--- config.mk ---
export PLATFORM = sky130hd
export DESIGN_NAME = approx_mult_core_flat
export DESIGN_NICKNAME = d
export VERILOG_FILES = /design/src/rtl/approx_mult_pkg.sv /design/src/rtl/approx_mult_core_if.sv /design/src/rtl/approx_mult_core_mult.sv /design/src/rtl/approx_mult_core.sv /design/src/flat_wrapper.sv
export SDC_FILE = /design/constraint.sdc
export NUM_CORES = 1
export LEC_CHECK = 0
export CAP_MARGIN = 10
export CORE_MARGIN = 3
export CORE_UTILIZATION = 45
export DETAILED_ROUTE_END_ITERATION = 10
export HOLD_SLACK_MARGIN = 0.1
export PLACE_DENSITY = 0.74
export SLEW_MARGIN = 20
export SYNTH_ARGS = -nofsm -noshare
export SYNTH_HDL_FRONTEND = slang
export SYNTH_SLANG_ARGS = --single-unit
--- constraint.sdc ---
create_clock -name clk -period 4.6 [get_ports clk]
set_input_delay 0.92 -clock clk [delete_from_list [all_inputs] [get_ports clk]]
set_output_delay 0.92 -clock clk [all_outputs]
set_load 0.005 [all_outputs]
--- src/rtl/approx_mult_pkg.sv ---
// Purpose : shared types and constants for the approximate multiplier core.
// Latency : n/a (package).
// Backpressure: n/a (package).
package approx_mult_pkg;

    typedef enum logic [1:0] {
        S_IDLE  = 2'd0,
        S_MULT  = 2'd1,
        S_SHIFT = 2'd2,
        S_DONE  = 2'd3
    } state_t;

    localparam int SIZE_DEFAULT = 16;
    localparam int ADDR_DEFAULT = 4;
    localparam int WIN_DEFAULT  = 8;

    // Bits needed to hold a realignment shift of 0 .. 2*(size-win).
    function automatic int sa_width(input int size, input int win);
        return $clog2(2 * (size - win) + 1);
    endfunction

    localparam int SA_W = sa_width(SIZE_DEFAULT, WIN_DEFAULT);

endpackage

--- src/rtl/approx_mult_core_if.sv ---
// Purpose : request/response bundle between the main controller and the multiplier core.
// Latency : n/a (wiring only).
// Backpressure: start is ignored while busy; the controller waits for done.
// Signals : start, y_a/addr_a, y_b/addr_b (controller -> core); busy, done, product (core -> controller).
interface approx_mult_core_if #(
    parameter int SIZE        = 16,
    parameter int ADDRESSSIZE = 4,
    parameter int WIN         = 8
);
    logic                   start;
    logic [WIN-1:0]         y_a;
    logic [ADDRESSSIZE-1:0] addr_a;
    logic [WIN-1:0]         y_b;
    logic [ADDRESSSIZE-1:0] addr_b;
    logic                   busy;
    logic                   done;
    logic [2*SIZE-1:0]      product;

    modport master (
        output start, y_a, addr_a, y_b, addr_b,
        input  busy, done, product
    );

    modport slave (
        input  start, y_a, addr_a, y_b, addr_b,
        output busy, done, product
    );
endinterface

--- src/rtl/approx_mult_core_mult.sv ---
// Purpose : WIN x WIN unsigned shift-add multiplier, one multiplier bit per i_step.
// Latency : WIN steps after i_load; o_last is high during the final step.
// Backpressure: none; the caller decides when to step.
// Ports   : clk, rst, i_load, i_step, i_mcand, i_mplr -> o_acc (2*WIN), o_last.
module serial_mult8 #(
    parameter int WIN = 8
) (
    input  logic             clk,
    input  logic             rst,
    input  logic             i_load,
    input  logic             i_step,
    input  logic [WIN-1:0]   i_mcand,
    input  logic [WIN-1:0]   i_mplr,
    output logic [2*WIN-1:0] o_acc,
    output logic             o_last
);
    localparam int CW = $clog2(WIN);

    logic [WIN-1:0]   r_mcand;
    logic [WIN-1:0]   r_mplr;
    logic [2*WIN-1:0] r_acc;
    logic [CW-1:0]    r_cnt;

    wire w_last = (r_cnt == CW'(WIN - 1));

    always_ff @(posedge clk or posedge rst) begin
        if (rst) begin
            r_mcand <= '0;
            r_mplr  <= '0;
            r_acc   <= '0;
            r_cnt   <= '0;
        end else if (i_load) begin
            r_mcand <= i_mcand;
            r_mplr  <= i_mplr;
            r_acc   <= '0;
            r_cnt   <= '0;
        end else if (i_step) begin
            if (r_mplr[0])
                r_acc <= r_acc + ((2*WIN)'(r_mcand) << r_cnt);
            r_mplr <= r_mplr >> 1;
            // Counter parks on WIN-1 so the exit step still sees o_last.
            if (!w_last)
                r_cnt <= r_cnt + CW'(1);
        end
    end

    assign o_acc  = r_acc;
    assign o_last = w_last;
endmodule

--- src/rtl/approx_mult_core.sv ---
// Purpose : approximate product of two leading-bit windows, realigned to original bit positions.
// Latency : start accepted at edge 0, done pulses in cycle 10 (1 load + WIN mult + 1 shift), fixed.
// Backpressure: start ignored while busy (including the done cycle); no queuing.
// Ports   : clk, rst (async, active-high), bus (slave): start, y_a, addr_a, y_b, addr_b in;
//           busy, done, product out. product holds until the next operation's shift cycle.
module approx_mult_core
    import approx_mult_pkg::*;
#(
    parameter int SIZE        = 16,
    parameter int ADDRESSSIZE = 4,
    parameter int WIN         = 8
) (
    input logic               clk,
    input logic               rst,
    approx_mult_core_if.slave bus
);
    localparam int SAW = sa_width(SIZE, WIN);
    localparam int PW  = 2 * SIZE;
    localparam logic [ADDRESSSIZE-1:0] EA_MIN = ADDRESSSIZE'(WIN - 1);

    state_t          r_state;
    logic            r_busy;
    logic            r_done;
    logic [PW-1:0]   r_product;
    logic [SAW-1:0]  r_sa;

    logic [2*WIN-1:0] w_acc;
    logic             w_last;

    wire w_accept = (r_state == S_IDLE) && bus.start;
    wire w_step   = (r_state == S_MULT);

    // Windows taken from below bit WIN-1 are already in place; clamp so they need no shift.
    wire [ADDRESSSIZE-1:0] w_ea_a = (bus.addr_a < EA_MIN) ? EA_MIN : bus.addr_a;
    wire [ADDRESSSIZE-1:0] w_ea_b = (bus.addr_b < EA_MIN) ? EA_MIN : bus.addr_b;
    wire [SAW-1:0]         w_sa   = SAW'(w_ea_a) + SAW'(w_ea_b) - SAW'(2 * (WIN - 1));

    wire [PW-1:0] w_shifted = PW'(w_acc) << r_sa;

    serial_mult8 #(.WIN(WIN)) u_mult (
        .clk     (clk),
        .rst     (rst),
        .i_load  (w_accept),
        .i_step  (w_step),
        .i_mcand (bus.y_a),
        .i_mplr  (bus.y_b),
        .o_acc   (w_acc),
        .o_last  (w_last)
    );

    always_ff @(posedge clk or posedge rst) begin
        if (rst) begin
            r_state   <= S_IDLE;
            r_busy    <= 1'b0;
            r_done    <= 1'b0;
            r_product <= '0;
            r_sa      <= '0;
        end else begin
            case (r_state)
                S_IDLE: begin
                    r_done <= 1'b0;
                    if (bus.start) begin
                        r_sa    <= w_sa;
                        r_busy  <= 1'b1;
                        r_state <= S_MULT;
                    end
                end
                S_MULT: begin
                    if (w_last)
                        r_state <= S_SHIFT;
                end
                S_SHIFT: begin
                    r_product <= w_shifted;
                    r_done    <= 1'b1;
                    r_state   <= S_DONE;
                end
                S_DONE: begin
                    r_done  <= 1'b0;
                    r_busy  <= 1'b0;
                    r_state <= S_IDLE;
                end
                default: begin
                    r_done  <= 1'b0;
                    r_busy  <= 1'b0;
                    r_state <= S_IDLE;
                end
            endcase
        end
    end

    assign bus.busy    = r_busy;
    assign bus.done    = r_done;
    assign bus.product = r_product;
endmodule

--- src/flat_wrapper.sv ---
// flat-port wrapper written by rule: the top's interface ports become plain ports
module approx_mult_core_flat import approx_mult_pkg::*;
#(
    parameter int SIZE        = 16,
    parameter int ADDRESSSIZE = 4,
    parameter int WIN         = 8
)
  (clk, rst, bus_start, bus_y_a, bus_addr_a, bus_y_b, bus_addr_b, bus_busy, bus_done, bus_product);
  approx_mult_core_if #(.SIZE(SIZE), .ADDRESSSIZE(ADDRESSSIZE), .WIN(WIN)) bus_i ();
  input logic clk;
  input logic rst;
  input wire logic [$bits(bus_i.start)-1:0] bus_start;
  input wire logic [$bits(bus_i.y_a)-1:0] bus_y_a;
  input wire logic [$bits(bus_i.addr_a)-1:0] bus_addr_a;
  input wire logic [$bits(bus_i.y_b)-1:0] bus_y_b;
  input wire logic [$bits(bus_i.addr_b)-1:0] bus_addr_b;
  output wire logic [$bits(bus_i.busy)-1:0] bus_busy;
  output wire logic [$bits(bus_i.done)-1:0] bus_done;
  output wire logic [$bits(bus_i.product)-1:0] bus_product;
  assign bus_i.start = bus_start;
  assign bus_i.y_a = bus_y_a;
  assign bus_i.addr_a = bus_addr_a;
  assign bus_i.y_b = bus_y_b;
  assign bus_i.addr_b = bus_addr_b;
  assign bus_busy = bus_i.busy;
  assign bus_done = bus_i.done;
  assign bus_product = bus_i.product;
  approx_mult_core #(.SIZE(SIZE), .ADDRESSSIZE(ADDRESSSIZE), .WIN(WIN)) u_core (.clk(clk), .rst(rst), .bus(bus_i));
endmodule
==> results.yml, run 1 <==
power_and_ir_drop:
  p_int_mw: 2.452
  combPwrFrac_pct: 52.7
  power_switching_mw: 1.903
  p_total_mw: 4.355
  vdd_ir_drop_max_uv: 311.3
  pwr_density_cell_mw_per_mm2: 698.3
  share_clk_of_total_power_pct: 16.3
  sw_frac_of_total_pct: 43.70
  leakagePower_nw: 2.682
  seq_power_share_pct: 31.0
logic_synthesis:
  synth_top_area_cell: "dfrtp_1"
  synth_seq_cells: 76
  syn-instance-count: 576
  synth_area_per_cell_um2: 9.189
  synth_top_flop_cell: "dfrtp_1"
  number_of_library_cell_types_mapped_by_synthesis: 55
  synth_edf_count: 0
  synth.top_cell.area_share_pct: 35.93
  synth_area_mm2: 0.005293
  synth_fp_nets: 634
  synth_top_cells_by_area: "dfrtp_1, mux2i_1, ha_1"
  ys_seq_area_share_pct: 35.93
  ys.warnings.count: 0
  async_flop_share_pct: 100.0
detailed_routing:
  routed_wirelength_um: 12710
  detail_route.iter0.violations: 283
  route.detailed.vias_per_inst: 5.887
  vias: 4492
  remaining_drc_errors: 0
  antenna_violating_nets_remaining: 0
  first_pass_iters: 5
  drt-wirelength-per-cell_um: 16.66
grt:
  grt_pass1_wl_um: 20870
  maximum_number_of_pins_on_one_net_before_global_route_repair: 45
  gr-usage-all-layers_pct: 19.66
  grt_pass1_vias: 4293
  antenna_found_initial: 0
  sum_of_overflow_across_all_layers_after_global_routing: 0
worst_setup_path:
  cp_data_required_time_ns: 4.82
  worstPathArrival_ns: 3.26
  worstSetupPathDepth: 10
  slowest_delay_ns: 0.66
  critPathKind: "reg2reg"
  crit_path_top_delay_cell: "dfrtp_1"
  worst-path-buf-inv: 0
  path_max_fanout: 15
  cpLargestDelayFamily: "compound AO/OA/AOI/OAI gates"
  regToRegSetupSlack_ns: 1.56
  cells_on_worst_reg2reg_path: 10
  crit_path_cell_trace: "mux2i_1, mux2_2, o22ai_1, ha_1, a21oi_1, and2_1, a21boi_1, o21a_1, or3_1, a32o_1"
  worst_setup_path_start_kind: "register"
  crit_path_end_kind: "register"
clock_network:
  clkLatencyLatePin_ns: 0.33
  h-tree-depth: 3
  clockBufferDepth: 2
  cts-root-buf: "clkbuf_16"
  cts.sinks: 76
  cts.repair.resized: 0
  cts_tree: "yes"
  post_cts_hold_buffer_count: 0
  cts-buffers-inserted: 9
  post_cts_buffers: 0
  clock_transition_at_the_register_clock_pins_on_the_worst_setup_and_hold_paths_after_cts_ns: 0.06
floorplanning:
  die-area_mm2: 0.01310
  initial_core_utilization_pct: 47.37
  placementRows: 38
  chipWidth_um: 114.5
  die_y_um: 114.5
  area_inside_the_core_boundary_mm2: 0.01117
  io_pins: 61
hold_path:
  path_category_of_the_worst_min_delay_check: "reg2reg"
  hold-path-cell-count: 1
sta:
  setup_viol: 0
  fin_worst_hold_slack_ns: 0.4839
  maxClockFrequency_ghz: 0.3289
  timing_worst_slew_pin_value_ns: 0.8928
  finClkSkew_ns: 0.005115
  final_hold_viol_count: 0
  finalSetupTns_ns: 0
  final_max_slew_viol_count: 0
  fin_ws_ns: 1.560
  min_period_ns: 3.040
  max_slew_margin_pct: 40.48
  fin_crit_sh_pct: 66.10
  grt_setup_unrepaired: "false"
finish:
  share_of_post_route_cells_with_drive_strength_above_1_pct: 7.544
  finish.net_count: 676
  final_util_pct: 55.81
  most-common-layout-cells: "nand2_1, dfrtp_1, clkdlybuf4s50_1"
  growth_of_design_area_from_synthesis_to_finish_pct: 17.83
  antenna_cells_inserted: 0
  layout.cells.most_common: "nand2_1"
placed_design:
  gp_congestion: 0.9503
  place.detailed.hpwl_um: 9269
  place_ws_ns: 1.598
  portBuffers: 60
run:
  cap_violations: 0
outcome:
  status: "complete, no violations"
==> final timing paths <==
kind | from | end
setup / recovery | u_core.u_mult.r_cnt[1] | u_core.u_mult.o_acc[7]
min in group asynchronous | rst | u_core.bus.product[8]
max in group asynchronous | rst | u_core.r_sa[0]
hold / removal | u_core.bus.product[8] | u_core.bus.product[8]
setup reg to reg | u_core.u_mult.r_cnt[1] | u_core.u_mult.o_acc[7]
hold reg to reg | u_core.bus.product[8] | u_core.bus.product[8]
==> worst register-to-register path, stage by stage, from the launching register on <==
cell	delay (ns)
dfrtp_1	0.66
mux2i_1	0.17
mux2_2	0.30
o22ai_1	0.22
ha_1	0.33
a21oi_1	0.21
and2_1	0.20
a21boi_1	0.11
o21a_1	0.19
or3_1	0.30
a32o_1	0.25
==> power by group through the flow <==
stage / clock network, mW / registers (mW) / logic, mW
6_report: 0.712 / 1.35 / 2.29
4_1_cts: 0.723 / 1.34 / 2.28
5_1_grt: 0.748 / 1.41 / 2.53
3_5_place_dp: 0 / 1.36 / 2.26
3_3_place_gp: 0 / 1.33 / 2.21
2_1_floorplan: 0 / 1.13 / 1.83
==> final cells by class <==
cell class                 instances  area [um2]
fill                            1009        4937
clock inverter                     6       63.81
multi-input combinational        441        3133
clock buffer                      10       229.0
timing repair buffer              65       638.1
sequential                        76        1903
tap                              140       175.2
inverter                          25       93.84
==> stage by stage <==
step	instances	instance area, um2
2_1_floorplan	576	5293
5_1_grt	763	6236
6_report	763	6236
3_3_place_gp	747	5938
3_5_place_dp	747	5942
4_1_cts	763	6235
==> per-layer routing <==
metal | vias up | GRT usage, % | part of all wire (%)
li1 | 2162 | - | -
met1 | 2148 | 27.33 | 45
met2 | 151 | 31.16 | 48
met3 | 31 | 3.436 | 5.1
met4 | 0 | 6.492 | 2.3
met5 | - | 0 | 0
==> synth_stat cells (6+ instances only) <==
cell type and instances:
inv_1 22, o2bb2ai_1 11, nor3_1 9, nand3_1 16
xnor2_1 7, nand2_1 85, and2_1 6, buf_2 6
a211o_1 6, nand2b_1 8, a21oi_1 43, dfrtp_1 76
mux4_2 12, nor2b_1 6, mux2_2 8, o21ai_0 34
a31oi_1 8, mux2i_1 37, nor2_1 43, ha_1 29
clkbuf_1 23, o22ai_1 6
==> flip-flops by register name (all words and copies together), names as in the netlist <==
name                   cells
u_core.bus.busy            1
u_core.bus.done            1
u_core.bus.product        32
u_core.r_sa                5
u_core.r_state             2
u_core.u_mult.o_acc       16
u_core.u_mult.r_cnt        3
u_core.u_mult.r_mcand      8
u_core.u_mult.r_mplr       8
==> cell families (layout without fill, tap and decap cells) <==
family / after synthesis / in the layout / synth area share (%)
AND/OR/NAND/NOR: 190 / 190 / 16.03
AO/OA/AOI/OAI: 148 / 148 / 17.87
flip-flops: 76 / 76 / 35.93
multiplexers: 61 / 61 / 15.79
buffers and inverters: 59 / 106 / 4.941
adder cells (fa/ha/maj): 31 / 31 / 7.612
XOR/XNOR: 11 / 11 / 1.820
(Power assumes the default switching activity.)
==> inputs of run 2 (changes only) <==
--- a/config.mk
+++ b/config.mk
@@ -10,7 +10,7 @@
 export CORE_UTILIZATION = 45
 export DETAILED_ROUTE_END_ITERATION = 10
 export HOLD_SLACK_MARGIN = 0.1
-export PLACE_DENSITY = 0.74
+export PLACE_DENSITY = 0.77
 export SLEW_MARGIN = 20
 export SYNTH_ARGS = -nofsm -noshare
 export SYNTH_HDL_FRONTEND = slang
==> constraint.sdc (replaced) <==
create_clock -name clk -period 2.6 [get_ports clk]
set_input_delay 0.52 -clock clk [delete_from_list [all_inputs] [get_ports clk]]
set_output_delay 0.52 -clock clk [all_outputs]
set_load 0.005 [all_outputs]
==> run 2 against run 1 <==
Against the previous run:
- the flow now finishes with violations (negative setup slack)
- cell count increased by 5.1%
- first-iteration DRC count increased by 23%
- critical path depth increased by 1
- sequential power increased by 66%
- utilization increased by 4.9 points
- critical path type unchanged
- critical endpoint is now u_core.u_mult.o_acc[14]
==> results.yml, run 2 (same netlist as run 1, synthesis figures left out) <==
sta:
  grt_setup_unrepaired: "true"
  min_period_ns: 2.611
  final_hold_viol_count: 0
  max_slew_margin_pct: 62.65
  finalSetupTns_ns: -0.01547
  maxClockFrequency_ghz: 0.3831
  finClkSkew_ns: 0.003156
  setup_viol: 3
  fin_crit_sh_pct: 100.4
  timing_worst_slew_pin_value_ns: 0.5602
  final_max_slew_viol_count: 0
  fin_ws_ns: -0.01052
finish:
  most-common-layout-cells: "nand2_1, dfrtp_1, clkdlybuf4s50_1"
  share_of_post_route_cells_with_drive_strength_above_1_pct: 18.88
  finish.net_count: 715
  finish.instance_area_mm2: 0.006782
  flip_flop_count_of_the_largest_register_after_layout: 32
  growth_of_design_area_from_synthesis_to_finish_pct: 28.13
  antenna_cells_inserted: 0
  layout.cells.most_common: "nand2_1"
  final.fill_count: 940
worst_setup_path:
  cp_data_required_time_ns: 2.81
  critPathKind: "reg2reg"
  slowest_delay_ns: 0.45
  crit_path_end_kind: "register"
  crit_path_cell_trace: "buf_8, mux2i_2, o21ai_1, and2_4, ha_4, nor2b_2, o211ai_1, a211o_1, o211ai_1, xnor2_1, o21ai_1"
  worst_setup_path_start_kind: "register"
  worstPathArrival_ns: 2.82
  worst-path-buf-inv: 1
  crit_path_top_delay_cell: "dfrtp_2"
  timing.critical_path.from: "u_core.u_mult.r_cnt[1]"
  path_max_fanout: 7
  cpLargestDelayFamily: "compound AO/OA/AOI/OAI gates"
  crit-reg2reg-launch: "u_core.u_mult.r_cnt[1]"
grt:
  grt_pass1_vias: 4709
  grt_pass1_wl_um: 22800
  gr-usage-all-layers_pct: 21.50
  sum_of_overflow_across_all_layers_after_global_routing: 0
  maximum_number_of_pins_on_one_net_before_global_route_repair: 45
  antenna_found_initial: 0
floorplanning:
  die-area_mm2: 0.01310
  chipWidth_um: 114.5
  die_y_um: 114.5
  io_pins: 61
  placementRows: 38
  area_inside_the_core_boundary_mm2: 0.01117
  initial_core_utilization_pct: 47.37
clock_network:
  cts-root-buf: "clkbuf_16"
  cts-buffers-inserted: 9
  cts.sinks: 76
  clockBufferDepth: 2
  h-tree-depth: 3
  clock_transition_at_the_register_clock_pins_on_the_worst_setup_and_hold_paths_after_cts_ns: 0.06
  cts_tree: "yes"
  clkLatencyLatePin_ns: 0.34
  post_cts_hold_buffer_count: 0
power_and_ir_drop:
  vdd_ir_drop_max_uv: 695.8
  power_switching_mw: 3.737
  pwr_density_cell_mw_per_mm2: 1299
  seq_power_share_pct: 25.5
  p_total_mw: 8.807
  share_clk_of_total_power_pct: 14.3
  p_int_mw: 5.070
  sw_frac_of_total_pct: 42.44
  leakagePower_nw: 2.911
  combPwrFrac_pct: 60.2
placed_design:
  postPlaceCellArea_mm2: 0.006221
  place.detailed.hpwl_um: 10330
  portBuffers: 60
  gp_congestion: 0.9579
detailed_routing:
  vias: 4756
  remaining_drc_errors: 0
  route.detailed.vias_per_inst: 5.930
  routed_wirelength_um: 13860
  antenna_violating_nets_remaining: 0
  detail_route.iter0.violations: 348
  first_pass_iters: 5
  drt-wirelength-per-cell_um: 17.28
hold_path:
  path_category_of_the_worst_min_delay_check: "in2async"
outcome:
  violations: "negative setup slack"
  status: "finished with violations"
run:
  cap_violations: 0
## run 2: metal layers
layer | up-vias | track usage (%) | wire [um]
met4 | 0 | 7.205 | 343
met2 | 177 | 36.90 | 6978
met3 | 38 | 5.233 | 833
met5 | - | 0 | 0
li1 | 2239 | - | -
met1 | 2302 | 26.47 | 5706
## run 2: final timing paths
kind                       slack (ns)  depth (start not counted)                 endpoint
max in group asynchronous        1.41                          3   u_core.u_mult.r_cnt[1]
setup reg to reg                -0.01                         11  u_core.u_mult.o_acc[14]
hold / removal                   0.38                          2    u_core.bus.product[2]
setup / recovery                -0.01                         11  u_core.u_mult.o_acc[14]
min in group clk                 0.48                          1   u_core.bus.product[23]
hold reg to reg                  0.48                          1   u_core.bus.product[23]
## run 2: power groups by stage
stage | logic [mW] | clock network [mW] | registers (mW)
floorplan | 3.40 | 0 | 2.01
global placement | 4.56 | 0 | 2.19
detailed placement | 4.71 | 0 | 2.23
CTS | 4.92 | 1.28 | 2.21
global route | 5.80 | 1.32 | 2.32
finish | 5.30 | 1.26 | 2.24
## run 2: cell type report
class,count,area [um2],area share (%)
Clock buffer,10,239.0,3.524
Clock inverter,6,61.31,0.9041
Inverter,25,93.84,1.384
Multi-Input combinational cell,441,3369,49.69
Sequential cell,76,1904,28.08
Tap cell,140,175.2,2.583
Timing Repair Buffer,104,938.4,13.84
## run 2: through the flow
stage	util, %	hold slack (ns)	worst slack [ns]	cells
6_report	60.69	0.3825	-0.01052	802
3_3_place_gp	55.68	0.4674	-0.07857	777
5_1_grt	60.69	0.4001	-0.1081	802
4_1_cts	59.29	0.3801	0.004423	797
3_5_place_dp	55.68	0.4703	-0.1420	777
2_1_floorplan	-	0.4614	-0.02775	576
## run 2: what timing repair did
action | in CTS | in global routing
gates resized for setup | 21 | 27
pin swaps | 15 | 12
hold endpoints to repair | 0 | 0
setup buffers | 4 | 5
setup endpoints to repair | 9 | 9
